[src/rtl/idx_ascii_pkg.sv]
// Shared types and constants for the charset-index to ASCII converter.
// The lookup honours the CHARSET_EXT_EN macro (see idx_ascii_lut).
package idx_ascii_pkg;

   typedef enum logic [1:0] {
      IDLE,
      CONV,
      HOLD
   } state_t;

   localparam logic [7:0] ASCII_LC_A = 8'h61;
   localparam logic [7:0] ASCII_UC_A = 8'h41;
   localparam logic [7:0] ASCII_0    = 8'h30;
   localparam logic [7:0] ASCII_INV  = 8'h3F;

   localparam int CS_LC  = 26;
   localparam int CS_EXT = 62;

endpackage

[src/rtl/idx_ascii_lut.sv]
// Combinational charset lookup: one index in, one ASCII char plus invalid flag out.
// CHARSET_EXT_EN selects the 62-symbol alphanumeric set; default is lowercase only.
module idx_ascii_lut
   import idx_ascii_pkg::*;
#(
   parameter int IDX_W = 6
) (
   input  logic [IDX_W-1:0] i_idx,
   output logic [7:0]       o_char,
   output logic             o_inv
);

   // Offsets stay below 26, so the 8-bit sums never wrap
   always_comb begin
      o_char = ASCII_INV;
      o_inv  = 1'b1;
      if (i_idx < IDX_W'(CS_LC)) begin
         o_char = ASCII_LC_A + 8'(i_idx);
         o_inv  = 1'b0;
      end
`ifdef CHARSET_EXT_EN
      else if (i_idx < IDX_W'(2 * CS_LC)) begin
         o_char = ASCII_UC_A + 8'(i_idx - IDX_W'(CS_LC));
         o_inv  = 1'b0;
      end
      else if (i_idx < IDX_W'(CS_EXT)) begin
         o_char = ASCII_0 + 8'(i_idx - IDX_W'(2 * CS_LC));
         o_inv  = 1'b0;
      end
`endif
   end

endmodule

[src/rtl/idx_to_ascii_conv.sv]
// Converts a packed vector of charset indices into an ASCII string, one char per clock.
// Charset width follows CHARSET_EXT_EN via the shared lookup.
module idx_to_ascii_conv
   import idx_ascii_pkg::*;
#(
   parameter int NUM_CHARS = 4,
   parameter int IDX_W     = 6
) (
   input  logic                       clk,
   input  logic                       rst,
   input  logic                       in_valid,
   output logic                       in_ready,
   input  logic [NUM_CHARS*IDX_W-1:0] in_idx,
   output logic                       out_valid,
   input  logic                       out_ready,
   output logic [NUM_CHARS*8-1:0]     out_str,
   output logic                       out_err
);

   localparam int CNT_W = (NUM_CHARS > 1) ? $clog2(NUM_CHARS) : 1;

   state_t                     r_state;
   logic [NUM_CHARS*IDX_W-1:0] r_idx;
   logic [CNT_W-1:0]           r_cnt;
   logic                       r_in_ready;
   logic                       r_out_valid;
   logic [NUM_CHARS*8-1:0]     r_str;
   logic                       r_err;

   logic [IDX_W-1:0]           w_idx;
   logic [7:0]                 w_char;
   logic                       w_inv;

   assign w_idx = r_idx[r_cnt*IDX_W +: IDX_W];

   idx_ascii_lut #(
      .IDX_W (IDX_W)
   ) u_lut (
      .i_idx  (w_idx),
      .o_char (w_char),
      .o_inv  (w_inv)
   );

   always_ff @(posedge clk or posedge rst) begin
      if (rst) begin
         r_state     <= IDLE;
         r_idx       <= '0;
         r_cnt       <= '0;
         r_in_ready  <= 1'b1;
         r_out_valid <= 1'b0;
         r_str       <= '0;
         r_err       <= 1'b0;
      end else begin
         unique case (r_state)
            IDLE: begin
               if (in_valid && r_in_ready) begin
                  r_idx      <= in_idx;
                  r_str      <= '0;
                  r_err      <= 1'b0;
                  r_cnt      <= '0;
                  r_in_ready <= 1'b0;
                  r_state    <= CONV;
               end
            end
            CONV: begin
               r_str[r_cnt*8 +: 8] <= w_char;
               r_err               <= r_err | w_inv;
               if (r_cnt == CNT_W'(NUM_CHARS - 1)) begin
                  r_out_valid <= 1'b1;
                  r_state     <= HOLD;
               end else begin
                  r_cnt <= r_cnt + 1'b1;
               end
            end
            HOLD: begin
               // String stays frozen until the consumer takes it
               if (out_ready) begin
                  r_out_valid <= 1'b0;
                  r_in_ready  <= 1'b1;
                  r_state     <= IDLE;
               end
            end
            default: r_state <= IDLE;
         endcase
      end
   end

   assign in_ready  = r_in_ready;
   assign out_valid = r_out_valid;
   assign out_str   = r_str;
   assign out_err   = r_err;

endmodule

[config.mk]
export PLATFORM = sky130hd
export DESIGN_NAME = idx_to_ascii_conv
export DESIGN_NICKNAME = d
export VERILOG_FILES = /design/src/rtl/idx_ascii_pkg.sv /design/src/rtl/idx_ascii_lut.sv /design/src/rtl/idx_to_ascii_conv.sv
export SDC_FILE = /design/constraint.sdc
export NUM_CORES = 1
export LEC_CHECK = 0
export ABC_AREA = 1
export BUFFER_PORTS_ARGS = -buffer_cell sky130_fd_sc_hd__buf_2
export CORE_MARGIN = 2
export CORE_UTILIZATION = 30
export DETAILED_ROUTE_END_ITERATION = 12
export PLACE_DENSITY = 0.57
export SLEW_MARGIN = 10
export SYNTH_ARGS = -nofsm -noshare
export SYNTH_HDL_FRONTEND = slang
export SYNTH_SLANG_ARGS = --single-unit
[constraint.sdc]
create_clock -name clk -period 2.9 [get_ports clk]
set_clock_uncertainty 0.15 [all_clocks]
set_input_delay 0.58 -clock clk [delete_from_list [all_inputs] [get_ports clk]]
set_output_delay 0.58 -clock clk [all_outputs]
set_load 0.01 [all_outputs]
==> reports/metrics.csv, run 1 <==
metric;value;unit
Bufs on Longest Clock Path;2;
DRT antenna net count;0;
Sw Share;0.4166;
DIE WIDTH;103.1;um
max incr delay on CP;0.70;ns
library cells used by synthesis;27;
Mapped Nets;392;
GPL Wtd Cong;0.8543;
clock-pin slew on the worst setup and hold paths;0.08;ns
Final Cycle Share;0.7952;
Post-Syn Area;2949;um2
Net Switching;1.728;mW
Leakage;1.990;nW
H-tree depth;3;
Initial Util;0.3059;
Gate Count Post-Synth;359;
vias in the first global route;2474;
Initial DRC Count;121;
CP Capture Type;flip-flop;
largest net degree at the start of global routing;64;
Comb power frac;0.411;
Syn. warnings;0;
DP Worst Slack;0.6126;ns
power share of the clock group;0.234;
row count;36;
WL final;6962;um
final setup TNS;0;ns
Reg2Reg Capture Point;out_str[13]$_DFFE_PP0P_;
Worst Path Class, Setup;reg2reg;
Max Clk Rate;433.7;MHz
initial antenna violation count;0;
post-synth top area share;0.5261;
internal power;2.420;mW
Post-Layout Cell Count;562;
Reg power frac;0.355;
Pwr Density;1140;nW/um2
CP arrival;2.43;ns
GRT Util Overall;0.1398;
status;completed;
post-cts repair resize count;0;
reg-to-reg slack, setup;0.59;ns
number of nets in the layout;457;
share of cells above drive strength 1;0.2401;
First-pass DRT Iterations;4;
CP cell instances;inv_6 -> ha_1 -> inv_1 -> nor2_1 -> inv_1 -> nor2_1 -> a32o_1;
root buffer cell;clkbuf_8;
Layout area overhead;23.42;%
Storage cell area;1578;um2
PortBufs;62;
ANT cells;0;
CTS tree;yes;
worst path bufs/invs;3;
post-synthesis sequential area ratio;0.5350;
Filler Cell Count;1060;
I/O pin cnt;63;
first-pass GRT wire length;11520;um
Final setup viols;0;
Top delay family on crit path;flip-flops;
worst hold slack;0.1454;ns
Synth Register Bits;63;
total grt overflow;0;
Routed wire per std cell;12.39;um
Crit-path slowest cell;dfrtp_1;
Hold Crit Class;in2async;
Detail Placement HPWL;4900;um
Fin. Hold Viols;0;
vias per cell;4.448;
Setup Buffers After CTS;0;
clk_lat worst skew;0.34;ns
worst-path maximum fanout;19;
Avg Inst Size Synth;8.215;um2
total CTS buffers;9;
Pins Over Slew Limit;0;
core box area;9639;um2
crit path launch type;flip-flop;
area leader, netlist;dfrtp_1;
Synth area leaders;dfrtp_1, nand2_1, nand3_1;
RSZ-0062 raised after global routing;false;
Critical Path Sink;out_str[13]$_DFFE_PP0P_;
worst setup margin;0.5941;ns
Crit. Startpoint;r_cnt[0]$_DFFE_PP0P_;
die area;10640;um2
worst-margin pin slew;0.5624;ns
hold buffer count at cts;0;
Peak VDD IR;0.3771;mV
Vias;2500;
DRC viols;0;
Worst path depth;7;
placed cell count;546;
reg2reg path depth;7;
final cell utilization of the core;0.3776;
area of the multi-input gates;1167;um2
worst r2r src;r_cnt[0]$_DFFE_PP0P_;
max-cap violations;0;
CTS sink count;63;
Critical Path RT;3.02;ns
die height;103.1;um
min cycle time layout;2.306;ns
max_slew headroom;0.6251;
## placed cells by master (no fill, tap or decap), types with 2 or more instances in the layout
| cell | instances |
|---|---|
| a32o_1 | 2 |
| buf_2 | 62 |
| buf_4 | 2 |
| bufinv_16 | 3 |
| clkbuf_8 | 10 |
| clkinv_4 | 2 |
| dfrtp_1 | 62 |
| ha_1 | 5 |
| inv_1 | 28 |
| inv_2 | 3 |
| inv_6 | 2 |
| nand2_1 | 160 |
| nand2_2 | 9 |
| nand3_1 | 22 |
| nand3_2 | 2 |
| nand4_1 | 11 |
| nor2_1 | 10 |
| nor2_2 | 2 |
| o21ai_0 | 17 |
| o21ai_1 | 5 |
## flip-flops by register name (all words and copies together) (netlist names)
register   count
in_ready       1
out_err        1
out_str       32
out_valid      1
r_cnt          2
r_idx         24
r_state        2
## synth_stat cells
cell type / n
inv_2: 2
nand2_1: 160
o31ai_1: 1
nor3_4: 1
buf_6: 3
a32o_1: 2
nand3_1: 22
clkbuf_1: 7
and3_1: 1
xnor2_1: 1
dfstp_2: 1
a31o_2: 1
nor2_2: 2
nor3_2: 1
ha_1: 5
nand3_2: 2
o21ai_1: 5
nor2_1: 10
inv_1: 29
clkinv_1: 1
inv_6: 1
nand4_1: 11
nand2_2: 9
o21ai_0: 17
nor2_4: 1
dfrtp_1: 62
buf_8: 1
## worst min-delay path: stages
cell and delay, ns:
buf_2 0.10, inv_2 0.06, buf_12 0.29
## per-layer routing
metal,vias to the layer above,track usage,part of all wire,wire length [um]
met5,-,0,0,0
met4,0,0.04049,0.0093,65
met3,4,0.03797,0.048,334
met2,61,0.2208,0.47,3293
met1,1170,0.1893,0.47,3268
li1,1265,-,-,-
## how the worst min path moves through the flow
stage / cells after the start / slack (ns) / to / startpoint
finish: 3 / 0.15 / r_idx[12]$_DFFE_PP0P_ / rst
global route: 3 / 0.17 / r_idx[12]$_DFFE_PP0P_ / rst
CTS: 3 / 0.15 / r_idx[22]$_DFFE_PP0P_ / rst
detailed placement: 2 / 0.31 / r_idx[9]$_DFFE_PP0P_ / r_idx[9]$_DFFE_PP0P_
global placement: 2 / 0.31 / in_ready$_DFFE_PP1P_ / in_ready$_DFFE_PP1P_
floorplan: 2 / 0.29 / r_idx[20]$_DFFE_PP0P_ / r_idx[20]$_DFFE_PP0P_
## logic make-up after synthesis
| family | after synthesis | synth area share |
|---|---|---|
| xor gates and xnor gates | 1 | 0.002970 |
| DFF | 63 | 0.5350 |
| AOI/OAI and AO/OA | 26 | 0.04964 |
| and+or+nand+nor | 220 | 0.3220 |
| adders and majority gates | 5 | 0.02121 |
| buffers and inverters | 44 | 0.06915 |
## metrics by stage
step / area, um2 / total power [mW]
5_1_grt: 3640 / 4.517
4_1_cts: 3640 / 4.199
2_1_floorplan: 2949 / 2.706
3_5_place_dp: 3386 / 3.216
6_report: 3640 / 4.149
3_3_place_gp: 3386 / 3.183
## area by class of cell
type                            count  share of cell area
Multi-Input combinational cell    252              0.3207
Timing Repair Buffer               65             0.09488
Clock buffer                       10             0.03781
Sequential cell                    63              0.4335
Tap cell                          133             0.04572
Clock inverter                      6             0.03197
Inverter                           33             0.03541
## power groups by stage
| stage | sequential, mW | clock (mW) | combinational, mW |
|---|---|---|---|
| finish | 1.47 | 0.970 | 1.71 |
| global route | 1.52 | 1.03 | 1.97 |
| CTS | 1.48 | 0.987 | 1.73 |
| detailed placement | 1.49 | 0 | 1.72 |
| global placement | 1.48 | 0 | 1.70 |
| floorplan | 1.50 | 0 | 1.21 |
No activity file was read; power rests on OpenSTA's default activity.
==> run 2: changes to the inputs <==
Settings changed: PLACE_DENSITY 0.57 to 0.59.
Clock period 2.9 ns to 1.9 ns, I/O delays scaled along.
==> run 2 against run 1 <==
Effect of this change: the run now ends with setup timing left; routed wire length up 5.0%; first-iteration DRC count up 0.83%; global-route usage up 0.52 points; hold slack worse by 0.059 ns; final cell count up 4.8%; worst setup slack worse by 0.61 ns; combinational power up 98%; cell area up 9.4%; via count up 2.8%; non-clock buffer count up 26; sequential share of layout area down 3.7 points; critical path depth up 4; critical path type unchanged; critical endpoint is now out_str[18]$_DFFE_PP0P_; largest cell class unchanged; largest power group unchanged; highest routed layer unchanged.
==> reports/metrics.csv, run 2 (synthesis gave the netlist of run 1 again) <==
metric;value;unit;change
status;finished, violations left;;
failing checks;setup timing;;
clock-pin slew on the worst setup and hold paths;0.08;ns;about the same
CTS sink count;63;;unchanged
hold path cells;3;;
Worst Path Class, Setup;reg2reg;;
max_slew headroom;0.6545;;+0.02945
vias per cell;4.365;;-1.9%
Crit-path slowest cell;dfrtp_2;;
initial antenna violation count;0;;unchanged
row count;36;;unchanged
largest net degree at the start of global routing;43;;-33%
First-pass DRT Iterations;4;;unchanged
Initial Util;0.3059;;unchanged
worst setup margin;-0.01748;ns;-0.6115 ns
total grt overflow;0;;unchanged
Detail Placement HPWL;5174;um;+5.6%
worst hold slack;0.08682;ns;-0.05862 ns
Max Clk Rate;521.5;MHz;+20%
min cycle time layout;1.917;ns;-0.3885 ns
Layout area overhead;35.00;%;
Peak VDD IR;0.6684;mV;+77%
Fin. Hold Viols;0;;unchanged
CP Capture Type;flip-flop;;
max-cap violations;0;;unchanged
die height;103.1;um;unchanged
Top delay family on crit path;simple AND/OR/NAND/NOR gates;;
crit path launch type;flip-flop;;
Vias;2571;;+2.8%
commonest non-fill, non-tap cell in the layout;nand2_1;;
I/O pin cnt;63;;unchanged
Routed wire per std cell;12.41;um;+0.16%
number of nets in the layout;484;;+5.9%
Pins Over Slew Limit;0;;unchanged
Critical Path RT;2.03;ns;-0.99 ns
ANT cells;0;;unchanged
most frequent CP cell;nand2_1;;
Pwr Density;1804;nW/um2;+58%
Initial DRC Count;122;;+0.83%
vias in the first global route;2644;;+6.9%
CTS tree;yes;;
worst-path maximum fanout;7;;-12
CP cell instances;clkinv_4 -> nand2_1 -> nand2_1 -> nand2_1 -> nand2_2 -> ha_4 -> xnor2_1 -> inv_1 -> nand2_2 -> nand2_1 -> o21ai_1;;
max reg flops;32;;unchanged
total CTS buffers;9;;unchanged
Worst path depth;11;;+4
worst-margin pin slew;0.5171;ns;-0.04526 ns
reg2reg path depth;11;;+4
clk_lat worst skew;0.34;ns;about the same
DRC viols;0;;unchanged
Hold Crit Class;in2reg;;
GRT Util Overall;0.1451;;+0.005215
max incr delay on CP;0.48;ns;-0.22 ns
share of cells above drive strength 1;0.3509;;+0.1108
Bufs on Longest Clock Path;2;;unchanged
H-tree depth;3;;unchanged
WL final;7308;um;+5.0%
die area;10640;um2;unchanged
commonest cells after routing, fill and taps aside;nand2_1, buf_2, dfrtp_1;;
root buffer cell;clkbuf_8;;
PortBufs;62;;unchanged
CP arrival;2.04;ns;-0.39 ns
DIE WIDTH;103.1;um;unchanged
DP Worst Slack;-0.1035;ns;-0.7161 ns
core box area;9639;um2;unchanged
worst path bufs/invs;2;;-1
DRT antenna net count;0;;unchanged
GPL Wtd Cong;0.8826;;+3.3%
Leakage;2.150;nW;+8.1%
Final Cycle Share;1.009;;+0.2140
RSZ-0062 raised after global routing;true;;
Final setup viols;1;;+1
first-pass GRT wire length;12060;um;+4.7%
-- run 2: through the flow --
stage / instance area (um2) / utilization / total power [mW] / setup TNS (ns) / cells
floorplan: 2953 / - / 4.131 / 0 / 359
global placement: 3547 / 0.3680 / 5.194 / -0.2321 / 567
detailed placement: 3547 / 0.3680 / 5.232 / -0.6472 / 567
CTS: 3835 / 0.3978 / 6.838 / 0 / 584
global route: 3981 / 0.4130 / 7.789 / -1.549 / 589
finish: 3981 / 0.4130 / 7.182 / -0.01748 / 589
-- run 2: tightest hold or removal path: stages --
cell,delay [ns]
buf_2,0.07
nand2_1,0.04
nand2_1,0.05
-- run 2: report_power, final --
group	switching [mW]	leakage, nW	internal (mW)
logic	2.05	1.21	1.33
clock network	0.548	0.130	1.01
registers	0.349	0.814	1.90
-- run 2: area by class of cell --
| class | count | area (um2) |
|---|---|---|
| fillers | 986 | 5658 |
| flip-flops and latches | 63 | 1579 |
| multi-input cells | 252 | 1274 |
| repair buffers | 91 | 554.3 |
| well taps | 133 | 166.4 |
| clock inverters | 7 | 145.1 |
| inverters | 33 | 132.6 |
| clock buffers | 9 | 123.9 |
| repair inverters | 1 | 6.256 |
-- run 2: routing by layer --
layer / track usage / up-vias / wire length [um]
li1: - / 1313 / -
met1: 0.1842 / 1200 / 3392
met2: 0.2408 / 49 / 3482
met3: 0.03254 / 9 / 318
met4: 0.05668 / 0 / 114
met5: 0 / - / 0
-- run 2: path summary, 6_finish.rpt --
check | start | to | slack, ns
setup / recovery | r_cnt[0]$_DFFE_PP0P_ | out_str[18]$_DFFE_PP0P_ | -0.02
hold / removal | in_idx[14] | r_idx[14]$_DFFE_PP0P_ | 0.09
setup reg to reg | r_cnt[0]$_DFFE_PP0P_ | out_str[18]$_DFFE_PP0P_ | -0.02
hold reg to reg | out_valid$_DFFE_PP0P_ | out_valid$_DFFE_PP0P_ | 0.32
max in group asynchronous | rst | out_str[15]$_DFFE_PP0P_ | 0.56
min in group asynchronous | rst | out_str[19]$_DFFE_PP0P_ | 0.47
-- run 2: what timing repair did --
item / in CTS / in global routing
gates resized for setup: 4 / 39
endpoints found under the setup margin: 18 / 25
pin swaps: 1 / 11
hold buffers: 1 / 0
cloned: 0 / 1
buffers inserted: 0 / 4
hold endpoints to repair: 20 / 0
